[src/rtl/uart_tx.sv]
// 8N1 UART transmitter with a one-byte holding register in front of the shifter.
// A byte held at the end of a stop bit is started on the same edge, so back-to-back frames have no idle gap.
module uart_tx #(
  parameter int CLKS_PER_BIT = 50
) (
  input  logic       clk,
  input  logic       rst_n,
  input  logic [7:0] iTXdata,
  input  logic       iTXvalid,
  output logic       oTXready,
  output logic       oTX,
  output logic       oBusy,
  output logic       oDone
);

  localparam int CNT_W = (CLKS_PER_BIT > 1) ? $clog2(CLKS_PER_BIT) : 1;
  localparam logic [CNT_W-1:0] CNT_LAST = CNT_W'(CLKS_PER_BIT - 1);

  typedef enum logic [1:0] {IDLE, START, DATA, STOP} state_t;

  state_t           state_q, state_d;
  logic [CNT_W-1:0] baud_q, baud_d;
  logic [2:0]       idx_q, idx_d;
  logic [7:0]       shift_q;
  logic [7:0]       hold_q;
  logic             hold_full_q, hold_full_d;
  logic             tx_q, tx_d;
  logic             done_q, done_d;
  logic             accept;
  logic             load;
  logic             shift_en;
  logic             bit_end;

  // Ready depends only on the holding flag, so accept and load can never share an edge.
  assign oTXready = ~hold_full_q;
  assign accept   = iTXvalid & ~hold_full_q;
  assign bit_end  = (baud_q == CNT_LAST);
  assign oTX      = tx_q;
  assign oBusy    = (state_q != IDLE);
  assign oDone    = done_q;

  always_comb begin
    state_d  = state_q;
    baud_d   = baud_q;
    idx_d    = idx_q;
    tx_d     = tx_q;
    done_d   = 1'b0;
    load     = 1'b0;
    shift_en = 1'b0;
    case (state_q)
      IDLE: begin
        baud_d = '0;
        idx_d  = '0;
        tx_d   = 1'b1;
        if (hold_full_q) begin
          load    = 1'b1;
          state_d = START;
          tx_d    = 1'b0;
        end
      end
      START: begin
        baud_d = bit_end ? '0 : baud_q + CNT_W'(1);
        if (bit_end) begin
          state_d = DATA;
          tx_d    = shift_q[0];
        end
      end
      DATA: begin
        baud_d = bit_end ? '0 : baud_q + CNT_W'(1);
        if (bit_end) begin
          idx_d = idx_q + 3'd1;
          if (idx_q == 3'd7) begin
            state_d = STOP;
            tx_d    = 1'b1;
          end else begin
            shift_en = 1'b1;
            tx_d     = shift_q[1];
          end
        end
      end
      STOP: begin
        baud_d = bit_end ? '0 : baud_q + CNT_W'(1);
        if (bit_end) begin
          done_d = 1'b1;
          if (hold_full_q) begin
            load    = 1'b1;
            state_d = START;
            tx_d    = 1'b0;
          end else begin
            state_d = IDLE;
            tx_d    = 1'b1;
          end
        end
      end
      default: begin
        state_d = IDLE;
        tx_d    = 1'b1;
      end
    endcase
  end

  always_comb begin
    hold_full_d = hold_full_q;
    if (load) begin
      hold_full_d = 1'b0;
    end else if (accept) begin
      hold_full_d = 1'b1;
    end
  end

  always_ff @(posedge clk or negedge rst_n) begin
    if (!rst_n) begin
      state_q     <= IDLE;
      baud_q      <= '0;
      idx_q       <= '0;
      hold_full_q <= 1'b0;
      tx_q        <= 1'b1;
      done_q      <= 1'b0;
    end else begin
      state_q     <= state_d;
      baud_q      <= baud_d;
      idx_q       <= idx_d;
      hold_full_q <= hold_full_d;
      tx_q        <= tx_d;
      done_q      <= done_d;
    end
  end

  // Payload registers carry no reset; their contents are qualified by hold_full_q and state_q.
  always_ff @(posedge clk) begin
    if (accept) begin
      hold_q <= iTXdata;
    end
    if (load) begin
      shift_q <= hold_q;
    end else if (shift_en) begin
      shift_q <= {1'b0, shift_q[7:1]};
    end
  end

endmodule

[config.mk]
export PLATFORM = sky130hd
export DESIGN_NAME = uart_tx
export DESIGN_NICKNAME = d
export VERILOG_FILES = /design/src/rtl/uart_tx.sv
export SDC_FILE = /design/constraint.sdc
export NUM_CORES = 1
export LEC_CHECK = 0
export ABC_CLOCK_PERIOD_IN_PS = 2380
export BUFFER_PORTS_ARGS = -buffer_cell sky130_fd_sc_hd__buf_2
export CAP_MARGIN = 20
export CORE_UTILIZATION = 50
export DETAILED_ROUTE_END_ITERATION = 10
export PLACE_DENSITY = 0.7
export SLEW_MARGIN = 20
export SYNTH_ARGS = -nofsm -noshare
export SYNTH_HDL_FRONTEND = slang
export SYNTH_SLANG_ARGS = --single-unit
[constraint.sdc]
create_clock -name clk -period 2.38 [get_ports clk]
set_clock_uncertainty 0.2 [all_clocks]
set_input_delay 0.119 -clock clk [delete_from_list [all_inputs] [get_ports clk]]
set_output_delay 0.119 -clock clk [all_outputs]
set_load 0.03 [all_outputs]
== After elaboration in Yosys (flattened, before gate mapping) ==
Index checks and enable logic that the tools add are counted.

* Bitwise gates (word level): 2
* Add/sub/neg operators: 2
* Muxes and demuxes: 29
* Equality and inequality tests: 10
* Reductions and logical operators: 9

{| class="wikitable"
|+ Operators with widths
! kind !! number
|-
| $mux W8 || 2
|-
| $mux W1 || 15
|-
| $pmux W6 S2 || 1
|-
| $mux W2 || 5
|-
| $ne A2 B2 Y1 const B || 5
|-
| $pmux W2 S4 || 1
|-
| $reduce_bool A2 Y1 || 4
|-
| $add A6 B1 Y6 const B || 1
|-
| $eq A6 B6 Y1 const B || 1
|-
| $mux W6 || 1
|-
| $pmux W3 S2 || 1
|-
| $reduce_and A5 Y1 || 1
|-
| $eq A2 B2 Y1 const B || 2
|-
| $pmux W1 S4 || 1
|-
| $add A3 B1 Y3 const B || 1
|-
| $eq A3 B3 Y1 const B || 1
|-
| $mux W3 || 1
|-
| $reduce_and A3 Y1 || 1
|-
| $reduce_or A3 Y1 || 1
|-
| $eq A2 B1 Y1 const B || 1
|-
| $logic_not A2 Y1 || 1
|-
| $pmux W1 S2 || 1
|-
| $reduce_and A2 Y1 || 1
|-
| $and A1 B1 Y1 || 1
|-
| $not A1 Y1 || 1
|}

* Register bits: 30
* Word-level logic and storage cells: 60
* Output and inout bits: 4
* Input port bits: 11

== Logic depth before layout (Yosys ltp) ==
Gate-level depths: netlist of the first run.

* Word-level depth: 6
* Mapped depth: 6
* Gate-level depth less buffers: 6

== Worst setup path after synthesis of the first run ==
OpenSTA, ideal clock, no wires.

* Path type: register to register
* From: register state_q[0]
* To: register shift_q[0], data pin
* Path buffers: 0
* Cell stages (with the launch flop): 7
* Arrival time: 1.655 ns
* Slack: 0.265 ns
* Setup time: 0.260 ns
* Data required time: 1.920 ns
* Path through: dfrtp_1 inv_1 ha_1 inv_1 nor3_1 a31oi_4 mux2_2

* Longest elaborated chain between the ends: 3
* Elaborated cells on any way between the ends: 4
* Classes of those cells: eq/ne (1); mux (2); reduce/logical (1)

{| class="wikitable"
|+ RTL lines
! element !! line !! source
|-
| start, declared || 21 || <nowiki>state_t state_q, state_d;</nowiki>
|-
| start signal, assigned || 120 || <nowiki>state_q <= state_d;</nowiki>
|-
| $eq A2 B2 Y1 / $logic_not A2 Y1 (equally long branches) || 50 || <nowiki>case (state_q)</nowiki>
|-
| $pmux W1 S2 (*) || 50 ||
|-
| $mux W8 (*) || 134 || <nowiki>if (load) begin</nowiki>
|-
| end signal, assigned || 135 || <nowiki>shift_q <= hold_q;</nowiki>
|-
| end signal, assigned || 137 || <nowiki>shift_q <= {1'b0, shift_q[7:1]};</nowiki>
|-
| end, declared || 24 || <nowiki>logic [7:0] shift_q;</nowiki>
|}

Mark *: on every way between the ends. The rest lies on a longest branch, timed or not.
A chain may end at the register's enable or synchronous reset.

== Worst setup path in the final report of the first run ==
* From: register state_q[0]
* To: register shift_q[3], data pin

Same word-level chain as after synthesis.

==> flow_summary.yaml, run 1 <==
status:
  status: "completed"
sta:
  tightest_slew_ns: 0.697
  finalCritPeriodShare_pct: 92.7
  finalSetupTns_ns: 0
  finalHoldViolations: 0
  setup_violations: 0
  max_freq_mhz: 453
  maxSlewHeadroom_pct: 53.4
  slew_viol_final: 0
  min_period_ns: 2.21
  rsz0062_at_grt: "no"
  fin_ws_ns: 0.174
yosys:
  yosysSeqAreaShare_pct: 60.0
  yosysWarnings: 0
  syn-num-nets: 123
  ys_ff_latch: 30
  yosys-top-cells-area: "edfxtp_1 35%, dfrtp_1 23%, ha_1 8.1%"
  syn-cell-area_um2: 1390
  ys_types: 32
  syn_inst: 103
  synth.avg_cell_area_um2: 13.5
  synth_ff_type: "edfxtp_1"
  yosysTopAreaCellShare_pct: 34.6
  synth_edf_count: 16
  async_reset_ff_share_pct: 46.7
  synth_top_area_cell: "edfxtp_1"
clocking:
  cts_buffers: 5
  cts_htree_levels: 2
  post_cts_resized: 0
  cts_tree: "done"
  cts_setup_buffers: 0
  clock-sinks: 30
  hold_buffers: 10
  worst_skew_pair.late_latency_ns: 0.33
  clk_path_buf_depth: 2
  clk_pin_slew_worst_paths_ns: 0.09
  cts_root_buffer: "clkbuf_4"
setup_path:
  critPathRequiredTime_ns: 2.27
  path_max_fanout: 9
  critPathArrivalTime_ns: 2.10
  path_class: "reg2reg"
  cp-end-kind: "register"
  cp-start-kind: "register"
  r2r_start: "state_q[0]"
  timing.critical_path.from: "state_q[0]"
placement:
  pre_cts_ws_ns: 0.203
  place.port_buffers: 14
  place_congestion: 0.707
  dpl.hpwl_mm: 1.51
  dp.cells: 144
floorplanning:
  rows: 18
  die_w_um: 54.7
  start_util_pct: 54.5
  design.core.area_um2: 2540
  die-area_um2: 2990
  die_y_um: 54.7
  io_pins: 15
cells_and_area:
  syn_to_final_growth_pct: 18.1
  utilization_pct: 64.4
  most-common-layout-cells: "16 x edfxtp_1, 14 x buf_2, 13 x dfrtp_1, 10 x dlygate4sd3_1, 9 x ha_1"
  nFillCells: 200
  drive_gt1_share_pct: 26.5
  layout_commonest_cell: "edfxtp_1"
  n_antenna_cell: 0
  fin_nets: 151
  layoutNonFillerInstCount: 162
global_routing:
  grt-ovfl-total: 0
  grt_pass1_vias: 843
  antenna_found_initial: 0
  track_usage_pct: 19.2
  grt_max_degree: 17
  grt_pass1_wl_mm: 3.69
power:
  leakagePower_nw: 0.708
  p_total_w: 0.00186
  irDropWorstVdd_mv: 0.905
  powerDensity_nw_per_um2: 1140
route:
  viasPerCell: 5.29
  via_count: 857
  wl_per_cell_um: 14.1
  drtIter0Drc: 15
  drt_first_pass_iters: 4
  ant_nets: 0
  drcViolationCount: 0
  drt_wl_total_mm: 2.29
flow_run:
  drv_cap: 0
hold_path:
  hp-class: "in2async"
[cells by family (layout without fill, tap and decap cells)]
kind of cell | after synthesis | in the layout | synth area share [%]
compound gates | 10 | 10 | 6.49
fa+ha+maj | 9 | 9 | 8.12
xor+xnor | 5 | 5 | 3.16
buf+inv | 8 | 37 | 2.79
flops | 30 | 30 | 60.0
mux | 10 | 10 | 8.30
simple gates | 31 | 31 | 11.2
[where the power goes]
group / leakage [nW] / switching, W / internal, W
logic: 0.349 / 0.000412 / 0.000323
registers: 0.325 / 0.0000841 / 0.000720
clock network: 0.0343 / 0.000180 / 0.000142
[routing by layer]
layer	global-route usage [%]	part of all wire [%]	vias up
li1	-	-	424
met1	23.1	47	408
met2	28.9	47	20
met3	8.33	4.5	5
met4	9.83	1.6	0
met5	0	0	-
[registers in the layout, indices dropped and copies added (netlist names)]
register and flops:
idx_q 3, hold_q 8, hold_full_q 1, oTX 1, state_q 2, baud_q 6, oDone 1, shift_q 8
[stage by stage]
step                area, um^2  hold WS, ns
finish                    1640     0.000173
global route              1640       0.0272
CTS                       1640      0.00266
detailed placement        1480       -0.160
global placement          1480       -0.165
floorplan                 1390       -0.377
[layout make-up]
type,instances,area (um^2),share of cell area (%)
flip-flops and latches,30,832,50.8
multi-input cells,65,517,31.5
repair buffers,24,170,10.4
clock buffers,6,51.3,3.13
well taps,30,37.5,2.29
inverters,5,18.8,1.15
clock inverters,2,12.5,0.763
[cell usage after synthesis, drive strengths merged (2+ instances only)]
master and n:
edfxtp 16, nor2 4, xnor2 2, ha 9
dfrtp 13, a31oi 2, nor2b 2, o211ai 2
xor2 3, buf 2, nor3 8, nand2 8
inv 5, mux2 9, nand3 4
[worst max-delay path, cell delays in order, from the launching register on]
cell and delay, ns:
dfrtp_1 0.42, inv_1 0.12, ha_1 0.37, nor2b_1 0.11
a31oi_4 0.35, mux2_2 0.39
[worst paths after layout]
path	cells past startpoint	slack (ns)	end
worst min-delay path	2	0.0002	baud_q[3]
max in group asynchronous	2	1.69	oTX
worst max-delay path	5	0.17	shift_q[3]
worst min register to register	1	0.29	baud_q[0]
worst max register to register	5	0.17	shift_q[3]
min in group clk	2	0.29	hold_q[7]
No activity file was read; power rests on OpenSTA's default activity.
==> run 2: changes to the inputs <==
--- a/config.mk
+++ b/config.mk
@@ -11,6 +11,8 @@
 export CORE_UTILIZATION = 50
 export DETAILED_ROUTE_END_ITERATION = 10
 export PLACE_DENSITY = 0.7
+export RECOVER_POWER = 100
+export SKIP_LAST_GASP = 1
 export SLEW_MARGIN = 20
 export SYNTH_ARGS = -nofsm -noshare
 export SYNTH_HDL_FRONTEND = slang
==> flow_summary.yaml, run 2 (same netlist as run 1, synthesis figures left out) <==
sta:
  holdWs_ns: 0.170
  rsz0062_at_grt: "no"
  finalCritPeriodShare_pct: 94.2
  finalHoldViolations: 0
  maxSlewHeadroom_pct: 47.8
  tightest_slew_ns: 0.783
  max_freq_mhz: 446
  finalSetupTns_ns: 0
  slew_viol_final: 0
  min_period_ns: 2.24
  fin_ws_ns: 0.138
  setup_violations: 0
floorplanning:
  start_util_pct: 54.5
  io_pins: 15
  die_w_um: 54.7
  rows: 18
  design.core.area_um2: 2540
  die-area_um2: 2990
  die_y_um: 54.7
hold_path:
  hp-class: "in2async"
setup_path:
  cp-end-kind: "register"
  critPathCapture: "shift_q[3]"
  path_class: "reg2reg"
  r2r_start: "baud_q[1]"
  ff2ff_path_depth: 5
  timing.critical_path.from: "baud_q[1]"
  regToRegEndpoint: "shift_q[3]"
  path_max_fanout: 16
  cp-start-kind: "register"
  rrSetupSlack_ns: 0.14
  critPathRequiredTime_ns: 2.27
  critPathArrivalTime_ns: 2.13
clocking:
  clk_path_buf_depth: 2
  post_cts_resized: 0
  cts_htree_levels: 2
  cts_tree: "done"
  cts_root_buffer: "clkbuf_4"
  cts_buffers: 5
  clk_pin_slew_worst_paths_ns: 0.09
  worst_skew_pair.late_latency_ns: 0.33
  cts_setup_buffers: 0
  hold_buffers: 10
  clock-sinks: 30
placement:
  place_congestion: 0.707
  place.port_buffers: 14
  pre_cts_ws_ns: 0.203
  dp.cells: 144
  dpl_cell_area_um2: 1480
  dpl.hpwl_mm: 1.51
global_routing:
  grt-ovfl-total: 0
  grt_pass1_wl_mm: 3.69
  grt_max_degree: 17
  grt_pass1_vias: 843
  track_usage_pct: 19.2
  antenna_found_initial: 0
route:
  wl_per_cell_um: 14.2
  drt_wl_total_mm: 2.30
  viasPerCell: 5.43
  drtIter0Drc: 14
  ant_nets: 0
  via_count: 879
  drt_first_pass_iters: 4
  drcViolationCount: 0
status:
  status: "completed"
cells_and_area:
  n_antenna_cell: 0
  layout_commonest_cell: "edfxtp_1"
  nFillCells: 203
  syn_to_final_growth_pct: 17.2
  drive_gt1_share_pct: 21.2
  top_regs: "hold_q x8, shift_q x8, baud_q x6"
  fin_nets: 151
  most-common-layout-cells: "16 x edfxtp_1, 13 x dfrtp_1, 10 x dlygate4sd3_1, 9 x ha_1, 9 x buf_2"
  layoutNonFillerInstCount: 162
  final_area_um2: 1630
power:
  irDropWorstVdd_mv: 0.891
  powerDensity_nw_per_um2: 1130
  leakagePower_nw: 0.688
flow_run:
  drv_cap: 0
run 2: how the worst min path moves through the flow:
stage	end	slack (ns)	startpoint
3_3_place_gp	baud_q[3]	-0.17	rst_n
2_1_floorplan	baud_q[0]	-0.38	rst_n
4_1_cts	baud_q[3]	0.003	rst_n
3_5_place_dp	baud_q[3]	-0.16	rst_n
6_report	baud_q[3]	0.17	rst_n
5_1_grt	baud_q[4]	0.24	rst_n
run 2: worst max-delay path: stages, from the launching register on:
cell	delay [ns]
dfrtp_1	0.41
inv_1	0.07
ha_1	0.13
and4_1	0.58
a31oi_4	0.27
mux2_2	0.34
run 2: area by class of cell:
class | instances | area (um^2) | share of cell area (%)
Clock buffer | 6 | 51.3 | 3.15
Timing Repair Buffer | 24 | 164 | 10.1
Tap cell | 30 | 37.5 | 2.31
Sequential cell | 30 | 832 | 51.2
Multi-Input combinational cell | 65 | 510 | 31.4
Clock inverter | 2 | 12.5 | 0.769
Inverter | 5 | 18.8 | 1.15
run 2: routing by layer:
layer	vias to the layer above	wire (um)	track usage (%)
met5	-	0	0
met4	0	27	9.83
met3	4	122	8.33
met2	30	1100	28.9
met1	421	1040	23.1
li1	424	-	-
run 2: power by group:
part	switching (W)	total, W	internal (W)
clock	0.000177	0.000319	0.000142
sequential	0.0000837	0.000804	0.000720
combinational	0.000409	0.000707	0.000298
total	0.000670	0.00183	0.00116
run 2: stage by stage:
step / total power, W / util (%)
after floorplan: 0.00136 / -
after detailed placement: 0.00153 / 58.0
final: 0.00183 / 63.9
after global placement: 0.00151 / 58.0
after global routing: 0.00196 / 63.9
after CTS: 0.00187 / 64.4
==> run 3: changes to the inputs <==
--- a/config.mk
+++ b/config.mk
@@ -7,7 +7,7 @@
 export LEC_CHECK = 0
 export ABC_CLOCK_PERIOD_IN_PS = 2380
 export BUFFER_PORTS_ARGS = -buffer_cell sky130_fd_sc_hd__buf_2
-export CAP_MARGIN = 20
+export CORE_ASPECT_RATIO = 0.7
 export CORE_UTILIZATION = 50
 export DETAILED_ROUTE_END_ITERATION = 10
 export PLACE_DENSITY = 0.7
==> flow_summary.yaml, run 3 (same netlist as run 1, synthesis figures left out) <==
status:
  status: "completed"
power:
  intPower_w: 0.00133
  p_seq_share_pct: 40.1
  p_total_w: 0.00202
  irDropWorstVdd_mv: 0.718
  clock_power_share_pct: 24.5
  power_frac_comb_pct: 35.4
  switching_share_pct: 34.3
  powerDensity_nw_per_um2: 1200
  switchingPower_w: 0.000693
  leakagePower_nw: 0.712
floorplanning:
  io_pins: 15
  rows: 15
  start_util_pct: 54.4
  die-area_um2: 2990
  design.core.area_um2: 2550
  die_w_um: 65.0
  die_y_um: 46.1
global_routing:
  grt_util_met3_pct: 5.94
  antenna_found_initial: 0
  grtUsageMet2_pct: 32.3
  track_usage_pct: 19.5
  grt_pass1_vias: 844
  grt-ovfl-total: 0
  grt_max_degree: 17
  grt_pass1_wl_mm: 4.04
  grt_use_met1_pct: 24.8
  top_usage_layer: "met2"
route:
  drcViolationCount: 0
  wl_per_cell_um: 15.0
  ant_nets: 0
  drt_wl_total_mm: 2.50
  via_count: 872
  viasPerCell: 5.25
  drtIter0Drc: 48
  drt_first_pass_iters: 4
sta:
  max_freq_mhz: 454
  finalHoldViolations: 0
  rsz0062_at_grt: "no"
  setup_violations: 0
  holdWs_ns: 0.229
  slew_viol_final: 0
  finalSetupTns_ns: 0
  maxSlewHeadroom_pct: 47.4
  finalCritPeriodShare_pct: 92.5
  min_period_ns: 2.20
  tightest_slew_ns: 0.789
placement:
  place_congestion: 0.821
  dpl.hpwl_mm: 1.74
  dp.cells: 148
  place.port_buffers: 14
setup_path:
  ff2ff_path_depth: 6
  cp_common_cell: "nand2_1"
  critPathArrivalTime_ns: 1.94
  cp-start-kind: "register"
  crit_buf_inv: 1
  rrSetupSlack_ns: 0.18
  path_max_fanout: 8
  critPathRequiredTime_ns: 2.12
  path_cells: "inv_1 -> ha_1 -> nor2b_1 -> nand2_1 -> nand2_1 -> a21o_1"
  r2r_start: "state_q[0]"
  critPathCapture: "shift_q[6]"
  critPathSlowestCell: "dfrtp_1"
  path_class: "reg2reg"
  crit_cells: 6
  cp-end-kind: "register"
  regToRegEndpoint: "shift_q[6]"
  max_stage_delay_ns: 0.40
  timing.critical_path.from: "state_q[0]"
  cp_top_family: "simple AND/OR/NAND/NOR gates"
cells_and_area:
  drive_gt1_share_pct: 22.0
  top_regs: "hold_q x8, shift_q x8, baud_q x6"
  fin_nets: 151
  nFillCells: 214
  multi_input_area_um2: 513
  n_antenna_cell: 0
  syn_to_final_growth_pct: 21.0
  seqCellArea_um2: 832
  layout_commonest_cell: "edfxtp_1"
  most-common-layout-cells: "16 x edfxtp_1, 13 x dfrtp_1, 10 x dlygate4sd3_1, 9 x ha_1, 9 x buf_2"
  layoutNonFillerInstCount: 166
clocking:
  cts_tree: "done"
  hold_buffers: 10
  cts_setup_buffers: 0
  worst_skew_pair.late_latency_ns: 0.28
  clk_path_buf_depth: 2
  cts_buffers: 5
  clk_pin_slew_worst_paths_ns: 0.07
  post_cts_resized: 0
  clock-sinks: 30
  cts_root_buffer: "clkbuf_8"
  cts_htree_levels: 2
hold_path:
  hp-class: "in2async"
flow_run:
  drv_cap: 0
[run 3: area by class of cell]
cell class / count / area share [%]
sequential: 30 / 49.6
inverter: 5 / 1.12
tap: 34 / 2.53
clock buffer: 5 / 4.10
timing repair buffer: 24 / 9.76
multi-input combinational: 65 / 30.6
clock inverter: 3 / 2.38
[run 3: through the flow]
stage | worst slack [ns] | instance area, um^2 | util (%)
floorplan | 0.265 | 1390 | -
global placement | 0.297 | 1480 | 58.0
detailed placement | 0.145 | 1480 | 58.0
CTS | 0.159 | 1690 | 66.2
global route | 0.0469 | 1680 | 65.8
finish | 0.178 | 1680 | 65.8
[run 3: worst min path at each step]
stage	from	to	slack, ns	cells after the start
after CTS	rst_n	hold_full_q	0.07	2
after global placement	rst_n	oDone	-0.17	1
after detailed placement	rst_n	oDone	-0.16	1
final	rst_n	hold_full_q	0.23	2
after global routing	rst_n	hold_full_q	0.32	2
after floorplan	rst_n	baud_q[0]	-0.38	0
[run 3: worst reg2reg max path, cell delays in order (launching register included)]
cell     delay [ns]
dfrtp_1        0.40
inv_1          0.11
ha_1           0.35
nor2b_1        0.30
nand2_1        0.11
nand2_1        0.07
a21o_1         0.32
[run 3: power groups by stage]
| stage | combinational [W] | sequential, W | clock (W) |
|---|---|---|---|
| 5_1_grt | 0.000802 | 0.000825 | 0.000522 |
| 6_report | 0.000717 | 0.000811 | 0.000495 |
| 4_1_cts | 0.000749 | 0.000810 | 0.000503 |
| 3_3_place_gp | 0.000692 | 0.000808 | 0 |
| 3_5_place_dp | 0.000734 | 0.000820 | 0 |
| 2_1_floorplan | 0.000554 | 0.000809 | 0 |
[run 3: metal layers]
| layer | vias up | routed length (um) |
|---|---|---|
| li1 | 429 | - |
| met1 | 424 | 1160 |
| met2 | 17 | 1240 |
| met3 | 2 | 97 |
| met4 | 0 | 7 |
| met5 | - | 0 |
